[src/rtl/pc_fetch_if.sv]
// Instruction-memory request/acknowledge bus between pc_fetch and memory.
interface pc_fetch_if;
   logic        memReq;
   logic [31:0] memAddr;
   logic        memAck;
   logic [31:0] memData;

   modport master (output memReq, output memAddr, input memAck, input memData);
   modport slave  (input memReq, input memAddr, output memAck, output memData);
endinterface

[src/rtl/pc_fetch.sv]
// Instruction fetch stage: walks the PC and issues one memory request at a
// time. It presents each fetched word on ifPC/ifInst/ifValid, honours the
// stall and branch-redirect inputs, and discards in-flight data when a
// redirect arrives. Optional macro IF_MISALIGN_TRAP_EN adds the ifMisalign
// output and a HALT state for redirects to non-word-aligned targets.
module pc_fetch (
   input  logic        clk,
   input  logic        rst,
   input  logic        stall,
   input  logic        brFlag,
   input  logic [31:0] brTarget,
   pc_fetch_if.master  mem,
   output logic [31:0] ifPC,
   output logic [31:0] ifInst,
   output logic        ifValid
`ifdef IF_MISALIGN_TRAP_EN
   ,
   output logic        ifMisalign
`endif
);

   typedef enum logic [2:0] {
      IDLE,
      REQ,
      HOLD,
      KILL
`ifdef IF_MISALIGN_TRAP_EN
      ,
      HALT
`endif
   } state_t;

   state_t      state, state_n;
   logic [31:0] pc, pc_n;
   logic [31:0] tgt, tgt_n;
   logic        req_q, req_n;
   logic [31:0] addr_q, addr_n;
   logic [31:0] pco_n, inst_n;
   logic        vld_n;
   logic        redir;
   logic [31:0] raddr;
`ifdef IF_MISALIGN_TRAP_EN
   logic        mis_n;
`endif

   assign mem.memReq  = req_q;
   assign mem.memAddr = addr_q;

   // Next-state and registered-output decode; every redirect source funnels
   // through one common block at the end so all states treat targets alike.
   always_comb begin
      state_n = state;
      pc_n    = pc;
      tgt_n   = tgt;
      req_n   = req_q;
      addr_n  = addr_q;
      pco_n   = ifPC;
      inst_n  = ifInst;
      vld_n   = ifValid;
      redir   = 1'b0;
      raddr   = '0;
`ifdef IF_MISALIGN_TRAP_EN
      mis_n   = 1'b0;
`endif
      case (state)
         IDLE: begin
            if (brFlag) begin
               redir = 1'b1;
               raddr = brTarget;
            end else begin
               state_n = REQ;
               req_n   = 1'b1;
               addr_n  = pc;
            end
         end
         REQ: begin
            if (brFlag) begin
               if (mem.memAck) begin
                  redir = 1'b1;
                  raddr = brTarget;
               end else begin
                  // Access still in flight: its data must be swallowed first.
                  tgt_n   = brTarget;
                  state_n = KILL;
                  vld_n   = 1'b0;
                  inst_n  = '0;
               end
            end else if (mem.memAck) begin
               pco_n  = pc;
               inst_n = mem.memData;
               vld_n  = 1'b1;
               pc_n   = pc + 32'd4;
               // Stall seen in the ack cycle parks the word just captured.
               if (stall) begin
                  state_n = HOLD;
                  req_n   = 1'b0;
               end else begin
                  addr_n = pc + 32'd4;
               end
            end else begin
               vld_n  = 1'b0;
               inst_n = '0;
            end
         end
         KILL: begin
            vld_n  = 1'b0;
            inst_n = '0;
            if (mem.memAck) begin
               redir = 1'b1;
               raddr = brFlag ? brTarget : tgt;
            end else if (brFlag) begin
               tgt_n = brTarget;
            end
         end
         HOLD: begin
            if (brFlag) begin
               redir = 1'b1;
               raddr = brTarget;
            end else if (!stall) begin
               state_n = REQ;
               req_n   = 1'b1;
               addr_n  = pc;
            end
         end
`ifdef IF_MISALIGN_TRAP_EN
         HALT: begin
            vld_n = 1'b0;
            if (brFlag) begin
               redir = 1'b1;
               raddr = brTarget;
            end
         end
`endif
         default: begin
            state_n = IDLE;
            req_n   = 1'b0;
         end
      endcase

      if (redir) begin
`ifdef IF_MISALIGN_TRAP_EN
         if (raddr[1:0] != 2'b00) begin
            state_n = HALT;
            req_n   = 1'b0;
            pco_n   = raddr;
            inst_n  = '0;
            vld_n   = 1'b1;
            mis_n   = 1'b1;
         end else
`endif
         begin
            pc_n    = raddr & 32'hFFFF_FFFC;
            addr_n  = raddr & 32'hFFFF_FFFC;
            state_n = REQ;
            req_n   = 1'b1;
            vld_n   = 1'b0;
            inst_n  = '0;
         end
      end
   end

   // State, PC, memory-request and IF-output registers.
   always_ff @(posedge clk or negedge rst) begin
      if (!rst) begin
         state   <= IDLE;
         pc      <= '0;
         tgt     <= '0;
         req_q   <= 1'b0;
         addr_q  <= '0;
         ifPC    <= '0;
         ifInst  <= '0;
         ifValid <= 1'b0;
`ifdef IF_MISALIGN_TRAP_EN
         ifMisalign <= 1'b0;
`endif
      end else begin
         state   <= state_n;
         pc      <= pc_n;
         tgt     <= tgt_n;
         req_q   <= req_n;
         addr_q  <= addr_n;
         ifPC    <= pco_n;
         ifInst  <= inst_n;
         ifValid <= vld_n;
`ifdef IF_MISALIGN_TRAP_EN
         ifMisalign <= mis_n;
`endif
      end
   end

endmodule

[src/flat_wrapper.sv]
// flat-port wrapper written by rule: the top's interface ports become plain ports
module pc_fetch_flat 
  (clk, rst, stall, brFlag, brTarget, ifPC, ifInst, ifValid, mem_memReq, mem_memAddr, mem_memAck, mem_memData);
  pc_fetch_if mem_i ();
  input  logic clk;
  input  logic rst;
  input  logic stall;
  input  logic brFlag;
  input  logic [31:0] brTarget;
  output logic [31:0] ifPC;
  output logic [31:0] ifInst;
  output logic ifValid;
  output wire logic [$bits(mem_i.memReq)-1:0] mem_memReq;
  output wire logic [$bits(mem_i.memAddr)-1:0] mem_memAddr;
  input wire logic [$bits(mem_i.memAck)-1:0] mem_memAck;
  input wire logic [$bits(mem_i.memData)-1:0] mem_memData;
  assign mem_memReq = mem_i.memReq;
  assign mem_memAddr = mem_i.memAddr;
  assign mem_i.memAck = mem_memAck;
  assign mem_i.memData = mem_memData;
  pc_fetch u_core (.clk(clk), .rst(rst), .stall(stall), .brFlag(brFlag), .brTarget(brTarget), .mem(mem_i), .ifPC(ifPC), .ifInst(ifInst), .ifValid(ifValid));
endmodule
[config.mk]
export PLATFORM = sky130hd
export DESIGN_NAME = pc_fetch_flat
export DESIGN_NICKNAME = d
export VERILOG_FILES = /design/src/rtl/pc_fetch_if.sv /design/src/rtl/pc_fetch.sv /design/src/flat_wrapper.sv
export SDC_FILE = /design/constraint.sdc
export NUM_CORES = 1
export LEC_CHECK = 0
export CORE_MARGIN = 1.5
export CORE_UTILIZATION = 52
export DETAILED_ROUTE_END_ITERATION = 6
export PLACE_DENSITY = 0.81
export SLEW_MARGIN = 15
export SYNTH_ARGS = -nofsm -noshare
export SYNTH_HDL_FRONTEND = slang
export SYNTH_SLANG_ARGS = --single-unit
[constraint.sdc]
create_clock -name clk -period 2.85 [get_ports clk]
set_clock_uncertainty 0.1 [all_clocks]
set_input_delay 0.285 -clock clk [delete_from_list [all_inputs] [get_ports clk]]
set_output_delay 0.285 -clock clk [all_outputs]
set_load 0.005 [all_outputs]
# Yosys cells after proc, flatten, opt, wreduce, memory -nomap -nowiden
# Cells that the tools add are included.
word_totals:
  out_inout_bits: 98
  register_bits: 165
  word_cells: 94
  in_bits: 69
classes:
  muxes: 52
  bitwise_logic: 1
  addsub: 1
  reduce_logical: 14
  n_eq_ne: 18
op_table:
  columns: ["operator", "count"]
  rows:
  - ["$mux 32", 23]
  - ["$pmux 32 s3", 2]
  - ["$pmux 32 s2", 2]
  - ["$add 32x3->32 const B", 1]
  - ["$mux 3", 8]
  - ["$ne 3x2->1 const B", 7]
  - ["$reduce_and 7->1", 3]
  - ["$mux 1", 13]
  - ["$ne 4x3->1 const B", 3]
  - ["$pmux 3 s4", 1]
  - ["$eq 3x2->1 const B", 2]
  - ["$ne 2x2->1 const B", 3]
  - ["$reduce_and 3->1", 2]
  - ["$reduce_bool 2->1", 3]
  - ["$ne 2x1->1 const B", 2]
  - ["$pmux 1 s4", 1]
  - ["$reduce_and 4->1", 1]
  - ["$reduce_bool 4->1", 1]
  - ["$eq 3x1->1 const B", 1]
  - ["$logic_not 3->1", 1]
  - ["$pmux 1 s3", 1]
  - ["$reduce_bool 3->1", 1]
  - ["$pmux 1 s2", 1]
  - ["$reduce_and 2->1", 1]
  - ["other kinds (2)", 2]

# Longest topological paths before layout
depth:
  ltp_word: 6
  mapped_depth: 11
  ltp_nobuf: 7

# Worst setup path before layout
# Ideal clock, no wire load.
synth_path:
  path_kind: "register -> register"
  startpoint: "register u_core.state[1]"
  endpoint: "register u_core.addr_q[9], in the netlist u_core.mem.memAddr[9]"
  synth_period_minus_slack_ns: 2.373
  arrival_time_ns: 2.149
  path_stages_with_launch: 11
  required_time_ns: 2.625
  setup_time_ns: 0.125
  n_path_buf: 3
  setup_slack_ns: 0.477
  path_cell_list: "dfrtp_1 inv_1 ha_1 buf_2 inv_1 a22o_1 buf_6 o22a_1 nor2_1 buf_2 mux2_2"
synth_between:
  elab_chain_len: 5
  word_cells_on_any_way: 17
  classes_between: "eq/ne (9); mux (4); reduce/logical (4)"
synth_rtl:
  columns: ["element", "line_no", "source"]
  rows:
  - ["start: declaration", "pc_fetch.sv:33", "state_t state, state_n;"]
  - ["start signal: assignment", "pc_fetch.sv:177", "state <= state_n;"]
  - ["$eq 3x2->1 / $logic_not 3->1 (equally long branches)", "pc_fetch.sv:65", "case (state)"]
  - ["$reduce_or 2->1 (no source line)", null, null]
  - ["$pmux 1 s3", "pc_fetch.sv:65", null]
  - ["$ne 3x2->1 (no source line) / $reduce_bool 4->1 (equally long branches)", null, null]
  - ["$reduce_and 7->1 (no source line)", null, null]
  - ["end signal: assignment", "pc_fetch.sv:181", "addr_q <= addr_n;"]
  - ["end: declaration", "pc_fetch.sv:37", "logic [31:0] addr_q, addr_n;"]
# Parallel ways exist; a longest one is shown, timed or not.
# A chain may end at the register's enable or synchronous reset.

# Worst setup path in the final report
layout_path:
  startpoint: "register u_core.state[1]"
  endpoint: "register u_core.addr_q[10], in the netlist u_core.mem.memAddr[10]"
# The elaborated chain is that of the path after synthesis.

==> results_tabular.tex <==
\begin{tabular}{lr}
\hline
Metric & Value \\
\hline
\multicolumn{2}{l}{\textbf{Synthesis}} \\
\quad Post-synth top area share & about half \\
\quad Dominant register cell in the synthesized netlist & sky130\_fd\_sc\_hd\_\_dfrtp\_1 \\
\quad Number of synthesized register bits & 156 \\
\quad Synthesized cell area & a little over 8000 µm² \\
\quad Number of standard cells after synthesis & $\sim$840 \\
\quad Avg Inst Size Synth & between 9 and 10 µm² \\
\quad YS warnings & 0 \\
\quad Async SR Flop Fraction & 100\% \\
\quad Register area share after synthesis & 48.0\% \\
\quad Unique cell type count in the Yosys netlist & 65 \\
\quad Post-synthesis cell type with the largest combined area & sky130\_fd\_sc\_hd\_\_dfrtp\_1 \\
\quad Top area cells in the synthesized netlist & sky130\_fd\_sc\_hd\_\_dfrtp\_1, sky130\_fd\_sc\_hd\_\_nand2\_1, sky130\_fd\_sc\_hd\_\_mux2\_2 \\
\quad EDFF count, synth & 0 \\
\multicolumn{2}{l}{\textbf{STA}} \\
\quad Maximum clock frequency & 369 MHz \\
\quad Hold Violations, Final & 0 \\
\quad Slew at the pin closest to its max-slew limit & 790 ps \\
\quad Smallest setup slack after layout & 142 ps \\
\quad \# setup viols final & 0 \\
\quad Final Cycle Share & 95.0\% \\
\quad Setup repair after global routing missed its margin & no \\
\quad Normalized max-slew margin & 47.1\% \\
\quad Final sum of negative setup slack & 0 ps \\
\quad Tmin final & 2710 ps \\
\quad Number of pins with negative max-slew slack in the final report & 0 \\
\multicolumn{2}{l}{\textbf{Clocking}} \\
\quad Master cell of the clock root buffer & sky130\_fd\_sc\_hd\_\_clkbuf\_16 \\
\quad Level count of the clock H-tree & 4 \\
\quad Clock insertion delay at the later pin of the skew report & 430 ps \\
\quad Clock tree from TritonCTS & built \\
\quad Largest buffer count on any clock path & 2 \\
\quad Clock buffer count from CTS & 17 \\
\quad Post-CTS Setup Repair Bufs & 0 \\
\quad Clk pin slew, worst setup/hold paths & 60 ps \\
\quad TritonCTS Sinks & 156 \\
\multicolumn{2}{l}{\textbf{Layout}} \\
\quad Fraction of layout instances using a drive strength above 1 & 15.7\% \\
\quad Number of antenna cells inserted & 0 \\
\quad Area growth syn-to-layout & 32.3\% \\
\quad Number of nets at the end of the flow & 1,072 \\
\quad Filler cell count & 1,144 \\
\multicolumn{2}{l}{\textbf{GRT}} \\
\quad Remaining global-route overflow & 0 \\
\quad Global-route wire length before repair & 38.5 mm \\
\quad Global routing usage on met1 & 40.9\% \\
\quad Layer with the highest usage & met2 \\
\quad Largest net degree at the start of global routing & 67 \\
\quad Number of global-route vias before repair & 7,309 \\
\quad Met3 usage in global routing & 7.47\% \\
\quad Antenna violations before repair & 0 \\
\quad GR Util met2 & 47.5\% \\
\quad Global routing usage summed across all routing layers & 30.3\% \\
\multicolumn{2}{l}{\textbf{Flow run}} \\
\quad Max capacitance violation total & 0 \\
\multicolumn{2}{l}{\textbf{Routing}} \\
\quad First drt pass iteration count & 5 \\
\quad Remaining number of nets flagged by the antenna check after routing & 0 \\
\quad Routed len/inst & 19.8 µm \\
\quad Number of DRC markers in iteration 0 & 1,029 \\
\quad DRC viols & 0 \\
\quad Post-Route WL & approximately 24 mm \\
\quad Via count & 7,608 \\
\quad Detail-routed via count per cell & 6.26 \\
\multicolumn{2}{l}{\textbf{Setup path}} \\
\quad Top cell family by delay on the critical path & compound AO/OA/AOI/OAI gates \\
\quad Path type of the worst setup path & reg -> reg \\
\quad Critical Path End Type & flop \\
\quad Critical-path maximum fanout & 14 \\
\quad Critical-path top delay cell & sky130\_fd\_sc\_hd\_\_a211oi\_1 \\
\quad Max stage delay on crit path & between 400 and 500 ps \\
\quad Bufs and invs on worst path & 4 \\
\quad Sequence of cells on the critical path & inv\_1, ha\_1, inv\_1, a22o\_1, buf\_4, buf\_4, a211oi\_1, a21oi\_1, a21oi\_1 \\
\quad Crit path required time & 3100 ps \\
\quad Startpoint type of the worst setup path & flop \\
\quad Critical Path AT & 2960 ps \\
\multicolumn{2}{l}{\textbf{Die}} \\
\quad I/O pins & between 150 and 200 \\
\quad Initial standard-cell utilization of the core & 53.3\% \\
\quad Core Rows & 45 \\
\quad Die area & 16,400 µm² \\
\quad Core footprint & 15,300 µm² \\
\quad Die width & 128 µm \\
\quad DIE HEIGHT & 128 µm \\
\multicolumn{2}{l}{\textbf{Power}} \\
\quad Combinational power share & 45.6\% \\
\quad Worst IR Drop VDD & 0.793 mV \\
\quad Proportion of total power due to net switching & 38.0\% \\
\quad Power density relative to cell area & 1050 nW/µm² \\
\quad Sequential share of power & 34.1\% \\
\quad Net load switching power & between 0.004 and 0.005 W \\
\quad Internal power contribution & $\sim$0.007 W \\
\quad Clock power share & approximately 20\% \\
\quad Reported leakage power & 4.49 nW \\
\multicolumn{2}{l}{\textbf{Placed design}} \\
\quad Setup Slack @ Placement & 135 ps \\
\quad Hpwl dp & 16.6 mm \\
\quad Final weighted congestion in routability-driven placement & 0.926 \\
\quad Port Buf Inserts & between 150 and 200 \\
\multicolumn{2}{l}{\textbf{Hold path}} \\
\quad Worst min-delay path category & in -> async \\
\multicolumn{2}{l}{\textbf{Outcome}} \\
\quad Status & finished clean \\
\hline
\end{tabular}
## layer usage
metal / vias to the layer above / wire length, µm
li1: 3398 / -
met1: 3719 / 10100
met2: 432 / 11400
met3: 59 / 1970
met4: 0 / 620
met5: - / 0
## Yosys cell counts (4+ instances only)
cell,instances
sky130_fd_sc_hd__a31oi_1,38
sky130_fd_sc_hd__xor2_1,8
sky130_fd_sc_hd__a22o_1,38
sky130_fd_sc_hd__a211oi_1,11
sky130_fd_sc_hd__buf_4,7
sky130_fd_sc_hd__or3_1,5
sky130_fd_sc_hd__nand2_1,110
sky130_fd_sc_hd__nand3_1,8
sky130_fd_sc_hd__mux2_2,33
sky130_fd_sc_hd__or2_2,5
sky130_fd_sc_hd__xnor2_1,9
sky130_fd_sc_hd__or4_1,4
sky130_fd_sc_hd__o22a_1,15
sky130_fd_sc_hd__clkbuf_1,30
sky130_fd_sc_hd__o21ai_0,43
sky130_fd_sc_hd__inv_1,10
sky130_fd_sc_hd__o21a_1,17
sky130_fd_sc_hd__nor2_1,37
sky130_fd_sc_hd__o31a_1,7
sky130_fd_sc_hd__o22ai_1,20
sky130_fd_sc_hd__nor3_1,15
sky130_fd_sc_hd__o21ai_1,7
sky130_fd_sc_hd__dfrtp_1,156
sky130_fd_sc_hd__ha_1,7
sky130_fd_sc_hd__buf_2,36
sky130_fd_sc_hd__buf_1,8
sky130_fd_sc_hd__nand4_1,15
sky130_fd_sc_hd__nor4_1,21
sky130_fd_sc_hd__and3_1,5
sky130_fd_sc_hd__a21oi_1,57
## power by group through the flow
stage / clock [W] / sequential [W] / combinational, W
floorplan: 0 / 0.00358 / 0.00303
global placement: 0 / 0.00383 / 0.00492
detailed placement: 0 / 0.00386 / 0.00504
CTS: 0.00232 / 0.00384 / 0.00508
global route: 0.00241 / 0.00397 / 0.00560
finish: 0.00230 / 0.00387 / 0.00517
## flip-flops by register name, summed over array words and instances, names as in the netlist
name and cells:
u_core.mem.memAddr 30, u_core.state 2, u_core.ifPC 30, u_core.ifValid 1
u_core.ifInst 32, u_core.pc 30, u_core.tgt 30, u_core.mem.memReq 1
## through the flow
| step | hold WS [ps] | instance area [µm²] | util (%) | total power [W] | std cells |
|---|---|---|---|---|---|
| 2_1_floorplan | -111 | 8140 | - | 0.00661 | 840 |
| 3_3_place_gp | 90.6 | 10100 | 66.4 | 0.00875 | 1187 |
| 6_report | 209 | 10700 | 70.4 | 0.0113 | 1215 |
| 4_1_cts | 207 | 10700 | 70.3 | 0.0112 | 1215 |
| 3_5_place_dp | 90.5 | 10100 | 66.4 | 0.00891 | 1187 |
| 5_1_grt | 231 | 10700 | 70.4 | 0.0120 | 1215 |
## cells in the final DEF, fill, tap and decap left out, types with 4 or more instances in the layout
cell | synthesis | layout
sky130_fd_sc_hd__clkdlybuf4s50_1 | 0 | 159
sky130_fd_sc_hd__dfrtp_1 | 156 | 155
sky130_fd_sc_hd__nand2_1 | 110 | 110
sky130_fd_sc_hd__buf_4 | 7 | 57
sky130_fd_sc_hd__a21oi_1 | 57 | 56
sky130_fd_sc_hd__o21ai_0 | 43 | 43
sky130_fd_sc_hd__a31oi_1 | 38 | 38
sky130_fd_sc_hd__a22o_1 | 38 | 37
sky130_fd_sc_hd__nor2_1 | 37 | 34
sky130_fd_sc_hd__mux2_2 | 33 | 33
sky130_fd_sc_hd__o22ai_1 | 20 | 19
sky130_fd_sc_hd__nor4_1 | 21 | 17
sky130_fd_sc_hd__clkbuf_16 | 0 | 17
sky130_fd_sc_hd__o21a_1 | 17 | 16
sky130_fd_sc_hd__nand4_1 | 15 | 15
sky130_fd_sc_hd__o22a_1 | 15 | 15
sky130_fd_sc_hd__nor3_1 | 15 | 15
sky130_fd_sc_hd__inv_1 | 10 | 10
sky130_fd_sc_hd__a211oi_1 | 11 | 10
sky130_fd_sc_hd__xnor2_1 | 9 | 9
sky130_fd_sc_hd__nand3_1 | 8 | 8
sky130_fd_sc_hd__xor2_1 | 8 | 8
sky130_fd_sc_hd__o31a_1 | 7 | 7
sky130_fd_sc_hd__o21ai_1 | 7 | 7
sky130_fd_sc_hd__nor4_2 | 3 | 7
sky130_fd_sc_hd__ha_1 | 7 | 7
sky130_fd_sc_hd__and3_1 | 5 | 5
sky130_fd_sc_hd__or3_1 | 5 | 5
sky130_fd_sc_hd__or2_2 | 5 | 5
sky130_fd_sc_hd__nor2_2 | 1 | 4
sky130_fd_sc_hd__or4_1 | 4 | 4
sky130_fd_sc_hd__conb_1 | 1 | 4
## kinds of logic (layout without fill, tap and decap cells)
| kind of cell | after synthesis | count (layout) | share of synthesized area, % |
|---|---|---|---|
| other cells | 1 | 4 | 0.0461 |
| xor+xnor | 17 | 17 | 1.83 |
| compound gates | 280 | 280 | 23.1 |
| fa+ha+maj | 7 | 7 | 1.08 |
| mux | 36 | 36 | 4.94 |
| simple gates | 245 | 245 | 15.5 |
| buf+inv | 95 | 259 | 5.39 |
| flops | 156 | 156 | 48.0 |
## worst paths after layout
path	start	endpoint	cells past startpoint	slack (ps)
max reg2reg	u_core.state[1]	u_core.mem.memAddr[10]	9	140
min	rst	u_core.pc[22]	2	210
max in group asynchronous	rst	u_core.tgt[8]	3	1720
max	u_core.state[1]	u_core.mem.memAddr[10]	9	140
min reg2reg	u_core.ifPC[20]	u_core.ifPC[20]	2	370
min in group clk	mem_memData[1]	u_core.ifInst[1]	2	350
## worst reg2reg max path, stage by stage (launching register included)
cell and delay, ps:
sky130_fd_sc_hd__dfrtp_1 420, sky130_fd_sc_hd__inv_1 140, sky130_fd_sc_hd__ha_1 300, sky130_fd_sc_hd__inv_1 150, sky130_fd_sc_hd__a22o_1 330, sky130_fd_sc_hd__buf_4 190
sky130_fd_sc_hd__buf_4 180, sky130_fd_sc_hd__a211oi_1 460, sky130_fd_sc_hd__a21oi_1 180, sky130_fd_sc_hd__a21oi_1 170
## layout make-up
cell class / count / area [µm²] / area share (%)
tap: 211 / 264 / 2.46
clock inverter: 6 / 114 / 1.06
inverter: 11 / 41.3 / 0.384
multi-input combinational: 589 / 3850 / 35.9
clock buffer: 21 / 470 / 4.38
timing repair buffer: 221 / 2100 / 19.5
sequential: 156 / 3910 / 36.3
## repair_timing
item,4_1_cts,5_1_grt
endpoints found under the setup margin,0,15
gates resized for setup,0,7
hold buffers,1,0
hold endpoints to repair,30,0
(Power assumes the default switching activity.)
